`config.mk`:
```
export PLATFORM = sky130hd
export DESIGN_NAME = eth_frame_packer
export DESIGN_NICKNAME = d
export VERILOG_FILES = /design/src/rtl/eth_frame_packer.sv
export SDC_FILE = /design/constraint.sdc
export NUM_CORES = 1
export LEC_CHECK = 0
export ABC_CLOCK_PERIOD_IN_PS = 2590
export BUFFER_PORTS_ARGS = -buffer_cell sky130_fd_sc_hd__buf_2
export CAP_MARGIN = 0
export CORE_ASPECT_RATIO = 0.7
export CORE_MARGIN = 3
export CORE_UTILIZATION = 50
export CTS_CLUSTER_SIZE = 30
export DETAILED_ROUTE_END_ITERATION = 12
export GPL_TIMING_DRIVEN = 1
export HOLD_SLACK_MARGIN = 0.02
export PLACE_DENSITY = 0.75
export SLEW_MARGIN = 10
export SYNTH_ARGS = -nofsm -noshare
export SYNTH_HDL_FRONTEND = slang
export SYNTH_SLANG_ARGS = --single-unit
```
`constraint.sdc`:
```
create_clock -name clk -period 2.59 [get_ports clk]
set_input_delay 0.259 -clock clk [delete_from_list [all_inputs] [get_ports clk]]
set_output_delay 0.259 -clock clk [all_outputs]
set_load 0.05 [all_outputs]
```
`src/rtl/eth_frame_packer.sv`:
```
// Ethernet frame packer: waits for a full payload in the upstream FIFO, then
// emits an application header followed by the payload bytes through a
// registered two-entry skid buffer, with a separate Ethernet header handshake.
module eth_frame_packer #(
  parameter int          PAYLOAD_LEN = 512,
  parameter int          HDR_LEN     = 20,
  parameter int          COUNT_WIDTH = 11,
  parameter logic [47:0] DEST_MAC    = 48'hD45D64A5F1A8,
  parameter logic [47:0] SRC_MAC     = 48'h020000000000,
  parameter logic [15:0] ETH_TYPE    = 16'h0800
) (
  input  logic                   clk,
  input  logic                   rst,
  input  logic                   enable,
  input  logic [7:0]             s_fifo_axis_tdata,
  input  logic                   s_fifo_axis_tvalid,
  output logic                   s_fifo_axis_tready,
  input  logic [COUNT_WIDTH-1:0] s_fifo_rd_data_count,
  output logic                   m_eth_hdr_valid,
  input  logic                   m_eth_hdr_ready,
  output logic [47:0]            m_eth_dest_mac,
  output logic [47:0]            m_eth_src_mac,
  output logic [15:0]            m_eth_type,
  output logic [7:0]             m_eth_payload_axis_tdata,
  output logic                   m_eth_payload_axis_tvalid,
  input  logic                   m_eth_payload_axis_tready,
  output logic                   m_eth_payload_axis_tlast,
  output logic                   m_eth_payload_axis_tuser,
  output logic                   busy,
  output logic [31:0]            frame_count
);

  typedef enum logic [1:0] {IDLE, HEADER, PAYLOAD, WAIT_HDR} state_t;

  localparam logic [COUNT_WIDTH-1:0] PL_CNT   = COUNT_WIDTH'(PAYLOAD_LEN);
  localparam logic [COUNT_WIDTH-1:0] PL_LAST  = COUNT_WIDTH'(PAYLOAD_LEN - 1);
  localparam logic [15:0]            PL16     = 16'(PAYLOAD_LEN);
  localparam logic [5:0]             HDR_LAST = 6'(HDR_LEN - 1);

  state_t                 state;
  logic [31:0]            seq_num;
  logic [31:0]            seq_latched;
  logic [5:0]             hdr_idx;
  logic [COUNT_WIDTH-1:0] pay_idx;
  logic                   pay_done;

  logic                   skid_valid;
  logic [7:0]             skid_data;
  logic                   skid_last;

  logic                   in_valid;
  logic                   in_ready;
  logic [7:0]             in_data;
  logic                   in_last;
  logic                   push;
  logic [7:0]             hdr_byte;
  logic                   out_fire;
  logic                   last_fire;
  logic                   hdr_fire;

  assign m_eth_dest_mac           = DEST_MAC;
  assign m_eth_src_mac            = SRC_MAC;
  assign m_eth_type               = ETH_TYPE;
  assign m_eth_payload_axis_tuser = 1'b0;

  // The skid buffer accepts new data whenever its spare slot is empty, so the
  // upstream ready depends only on registers, never on downstream ready.
  assign in_ready           = !skid_valid;
  assign s_fifo_axis_tready = (state == PAYLOAD) && !pay_done && !skid_valid;
  assign push               = in_valid && in_ready;
  assign out_fire           = m_eth_payload_axis_tvalid && m_eth_payload_axis_tready;
  assign last_fire          = out_fire && m_eth_payload_axis_tlast;
  assign hdr_fire           = m_eth_hdr_valid && m_eth_hdr_ready;
  assign busy               = (state != IDLE) || m_eth_payload_axis_tvalid || skid_valid;

  // Application header byte selected by the current header index.
  always_comb begin
    hdr_byte = {2'b00, hdr_idx};
    case (hdr_idx)
      6'd0: hdr_byte = seq_latched[31:24];
      6'd1: hdr_byte = seq_latched[23:16];
      6'd2: hdr_byte = seq_latched[15:8];
      6'd3: hdr_byte = seq_latched[7:0];
      6'd4: hdr_byte = PL16[15:8];
      6'd5: hdr_byte = PL16[7:0];
      default: hdr_byte = {2'b00, hdr_idx};
    endcase
  end

  // Source mux feeding the skid buffer: header bytes, then FIFO payload bytes.
  always_comb begin
    in_valid = 1'b0;
    in_data  = 8'h00;
    in_last  = 1'b0;
    case (state)
      HEADER: begin
        in_valid = 1'b1;
        in_data  = hdr_byte;
      end
      PAYLOAD: begin
        in_valid = s_fifo_axis_tvalid && s_fifo_axis_tready;
        in_data  = s_fifo_axis_tdata;
        in_last  = (pay_idx == PL_LAST);
      end
      default: begin
        in_valid = 1'b0;
      end
    endcase
  end

  // Frame sequencing: start, header/payload counting, completion and the
  // independent Ethernet header handshake.
  always_ff @(posedge clk) begin
    if (rst) begin
      state           <= IDLE;
      m_eth_hdr_valid <= 1'b0;
      seq_num         <= 32'h0;
      seq_latched     <= 32'h0;
      frame_count     <= 32'h0;
      hdr_idx         <= 6'd0;
      pay_idx         <= '0;
      pay_done        <= 1'b0;
    end else begin
      if (hdr_fire) begin
        m_eth_hdr_valid <= 1'b0;
      end
      case (state)
        IDLE: begin
          if (enable && (s_fifo_rd_data_count >= PL_CNT)) begin
            state           <= HEADER;
            m_eth_hdr_valid <= 1'b1;
            seq_latched     <= seq_num;
            hdr_idx         <= 6'd0;
            pay_idx         <= '0;
            pay_done        <= 1'b0;
          end
        end
        HEADER: begin
          if (push) begin
            if (hdr_idx == HDR_LAST) begin
              state <= PAYLOAD;
            end else begin
              hdr_idx <= hdr_idx + 6'd1;
            end
          end
        end
        PAYLOAD: begin
          if (push) begin
            if (in_last) begin
              pay_done <= 1'b1;
            end else begin
              pay_idx <= pay_idx + 1'b1;
            end
          end
          if (last_fire) begin
            if (!m_eth_hdr_valid || hdr_fire) begin
              state       <= IDLE;
              seq_num     <= seq_num + 32'd1;
              frame_count <= frame_count + 32'd1;
            end else begin
              state <= WAIT_HDR;
            end
          end
        end
        WAIT_HDR: begin
          if (hdr_fire) begin
            state       <= IDLE;
            seq_num     <= seq_num + 32'd1;
            frame_count <= frame_count + 32'd1;
          end
        end
        default: state <= IDLE;
      endcase
    end
  end

  // Two-entry skid buffer: the output register plus one spare slot that
  // catches the byte accepted in the cycle the downstream stalls.
  always_ff @(posedge clk) begin
    if (rst) begin
      m_eth_payload_axis_tvalid <= 1'b0;
      m_eth_payload_axis_tdata  <= 8'h00;
      m_eth_payload_axis_tlast  <= 1'b0;
      skid_valid                <= 1'b0;
      skid_data                 <= 8'h00;
      skid_last                 <= 1'b0;
    end else if (m_eth_payload_axis_tready || !m_eth_payload_axis_tvalid) begin
      if (skid_valid) begin
        m_eth_payload_axis_tvalid <= 1'b1;
        m_eth_payload_axis_tdata  <= skid_data;
        m_eth_payload_axis_tlast  <= skid_last;
        skid_valid                <= 1'b0;
        skid_last                 <= 1'b0;
      end else begin
        m_eth_payload_axis_tvalid <= push;
        m_eth_payload_axis_tdata  <= in_data;
        m_eth_payload_axis_tlast  <= push && in_last;
      end
    end else if (push) begin
      skid_valid <= 1'b1;
      skid_data  <= in_data;
      skid_last  <= in_last;
    end
  end

endmodule

```
==> results by group <==
Power
  • Maximum vdd ir drop: 0.381 mV
  • Clock power frac: slightly above 40%
  • Cell leakage power: 3.21 nW
  • Sw Share: 34.2%
  • Comb power frac: 22.3%
  • Switching pwr: 2.03 mW
  • Overall power: 5.92 mW
  • Pwr Density: 730 nW/um^2
  • Cell Int Power: a little under 4 mW
  • Flop pwr share: 36.9%

Critical path
  • CP Class: register to register
  • Crit-path max FO: 7
  • Worst Path Arrival: ~2.7 ns
  • FF-to-FF setup slack: 0.20 ns
  • Crit-path slowest cell: or4_1
  • Critical Path RT: 2.93 ns
  • Endpoint class of the critical path: register
  • CP Cell Sequence: inv_1 > ha_1 > nand2b_2 > a221oi_4 > nand3_1 > or4_1 > a21oi_1
  • Worst setup SP type: register
  • Slowest cell delay on critical path: 0.45 ns

Detailed routing
  • WL/cell: 14.9 microns
  • Via count: 6280
  • DRC errors left: 0
  • DR vias/cell: ~5.4
  • Final ANT Viol Nets: 0
  • Pre-Repair DR Iteration Count: 6
  • Post-Route WL: 17400 microns
  • Initial DRC Count: 643

Synth
  • Synthesized area: 7380 sq um
  • Most frequent cells after synthesis: dfxtp_1, buf_4, nand2_1, nor2_1, a21oi_1
  • Unique masters post-synth: 60
  • Post-synth EDFFs: 0
  • Count leader, synth: dfxtp_1
  • Top FF cell, synth: dfxtp_1
  • Synth top area cells: dfxtp_1, buf_4, nand2_1
  • Synth top area share: between 30% and 40%
  • Synth area leader: dfxtp_1
  • Ys Warns: 0
  • Seq/Total Area, Yosys: between 30% and 40%
  • FF+latch count, synth: 137
  • Mapped Cells: around 910
  • Asr flop ratio synth: 0%
  • Syn_area_per_cell: 8.15 sq um

STA
  • Setup TNS: 0 ns
  • Setup violators final: 0
  • Period Utilization, post-route: 92.3%
  • Max Slew Vio Count: 0
  • Unrepaired setup endpoints after global routing: false
  • F_max: around 420 MHz
  • Post-route minimum period: roughly 2.4 ns
  • Slew HR: 48.4%
  • Worst Max-Slew Pin Slew: 0.774 ns
  • Final hold viol count: 0
  • Worst Skew: 0.00975 ns
  • Setup WS post-layout: 0.198 ns

Clock network
  • Total CTS buffers: 17
  • Worst-Skew Late Latency: roughly 0.41 ns
  • CTS tree: yes
  • Hold buffer count at CTS: 0
  • Htree depth: 4
  • Root buf cell: clkbuf_16
  • Clock Sinks: 137
  • Maximum buffer depth of the clock tree: 2
  • Clk slew on worst S/H paths: 0.06 ns

Status
  • Status: finished clean

Die
  • Die height: 108 microns
  • Initial Utilization: 52.0%
  • Area of the core: 14200 sq um
  • DIE WIDTH: 151 microns
  • Num ports: ~180
  • Die Area: 16300 sq um
  • Rows: 36

Layout
  • Synth-to-Final Area Change: 9.85%
  • Filler cells: 1320
  • Layout cell share with drive strength beyond 1: around an eighth
  • Post-route cell area: 8110 sq um
  • NumNets Final: 996
  • Ant diodes: 0

Global routing
  • Number of global-route vias before repair: 5634
  • First-pass GRT wire length: 28100 microns
  • Total track usage: around a fifth
  • Largest net degree at the start of global routing: ~80
  • Total global routing overflow: 0
  • Initial antenna violation count: 0

Placement
  • Dpl ws: between 0.1 and 0.15 ns
  • Post-DP HPWL: 12000 microns
  • Placement Cell Area: between 7000 and 8000 sq um
  • Port Buffers: 60
  • GP Congestion: 0.856

Worst hold path
  • Hold crit path type: primary input to register

Run
  • Max cap viols: 0
==> kinds of logic after synthesis <==
logic type,synth area share [%]
and+or+nand+nor,25.4
buffers and inverters,14.6
AOI/OAI and AO/OA,13.9
DFF,37.1
xor gates and xnor gates,6.29
adders and majority gates,1.86
muxes,0.712
other,0.102
==> cell usage in the layout (no fill, tap or decap), types with 5 or more instances in the layout <==
cell and instances:
a21oi_1 63, dfxtp_1 137, a221oi_1 5, nand3_1 38, ha_1 11, nand4_1 39
nor2_1 82, o31ai_1 8, xor2_1 43, nor3_1 10, or3_1 19, a211oi_1 13
nand2b_1 6, buf_4 23, and4_1 11, conb_1 113, and3_1 16, or4_1 5
o21ai_0 25, a311oi_1 5, a22oi_1 9, nor2b_1 9, xnor2_1 10, nand2_1 104
inv_1 13, and2_1 5, buf_2 59, clkbuf_16 17
==> power groups by stage <==
stage	combinational [mW]	clock, mW	sequential [mW]
6_report	1.32	2.41	2.19
5_1_grt	1.41	2.55	2.19
4_1_cts	1.29	2.44	2.19
3_5_place_dp	1.28	0	2.23
3_3_place_gp	1.27	0	2.23
2_1_floorplan	1.09	0	2.28
==> flip-flops by register name (all words and copies together) (netlist names) <==
name and cells:
seq_latched 32, state 2, skid_last 1, m_eth_hdr_valid 1, hdr_idx 6, pay_idx 11, m_eth_payload_axis_tdata 8, seq_num 32
m_eth_payload_axis_tlast 1, skid_valid 1, m_eth_payload_axis_tvalid 1, pay_done 1, skid_data 8, frame_count 32
==> layout make-up <==
class	count	area (sq um)	area share [%]
Inverter	13	48.8	0.602
Clock buffer	21	470	5.80
Timing Repair Buffer	83	488	6.02
Clock inverter	11	121	1.50
Multi-Input combinational cell	708	4000	49.3
Sequential cell	137	2740	33.8
Tap cell	190	238	2.93
==> timing repair <==
action                                  4_1_cts  5_1_grt
buffers inserted                              0        1
endpoints found under the setup margin        0        8
gates resized for setup                       0        3
hold endpoints to repair                      0        0
==> critical path: cells and delay by family (launching register included) <==
family                     cells  cell delay, ns
adders and majority gates      1            0.26
and+or+nand+nor                3            0.97
DFF                            1            0.38
AOI/OAI and AO/OA              2            0.60
buffers and inverters          1            0.11
==> final timing paths <==
kind	from	end	cells past startpoint
hold reg to reg	seq_latched[7]	seq_latched[7]	2
setup reg to reg	state[0]	frame_count[22]	7
setup / recovery	state[0]	frame_count[22]	7
hold / removal	s_fifo_axis_tdata[6]	m_eth_payload_axis_tdata[6]	3
==> metal layers <==
layer / vias up / global-route usage [%] / part of all wire (%)
li1: 3051 / - / -
met1: 2973 / 31.8 / 48
met2: 246 / 30.7 / 44
met3: 10 / 5.13 / 7.9
met4: 0 / 4.72 / 0.59
met5: - / 0 / 0
==> through the flow <==
stage / std cells / utilization, % / hold WS [ns]
global route: 1163 / 57.2 / 0.144
CTS: 1162 / 57.0 / 0.133
finish: 1163 / 57.2 / 0.146
detailed placement: 1130 / 52.8 / 0.448
global placement: 1130 / 52.8 / 0.444
floorplan: 1017 / - / 0.429
No activity file was read; power rests on OpenSTA's default activity.
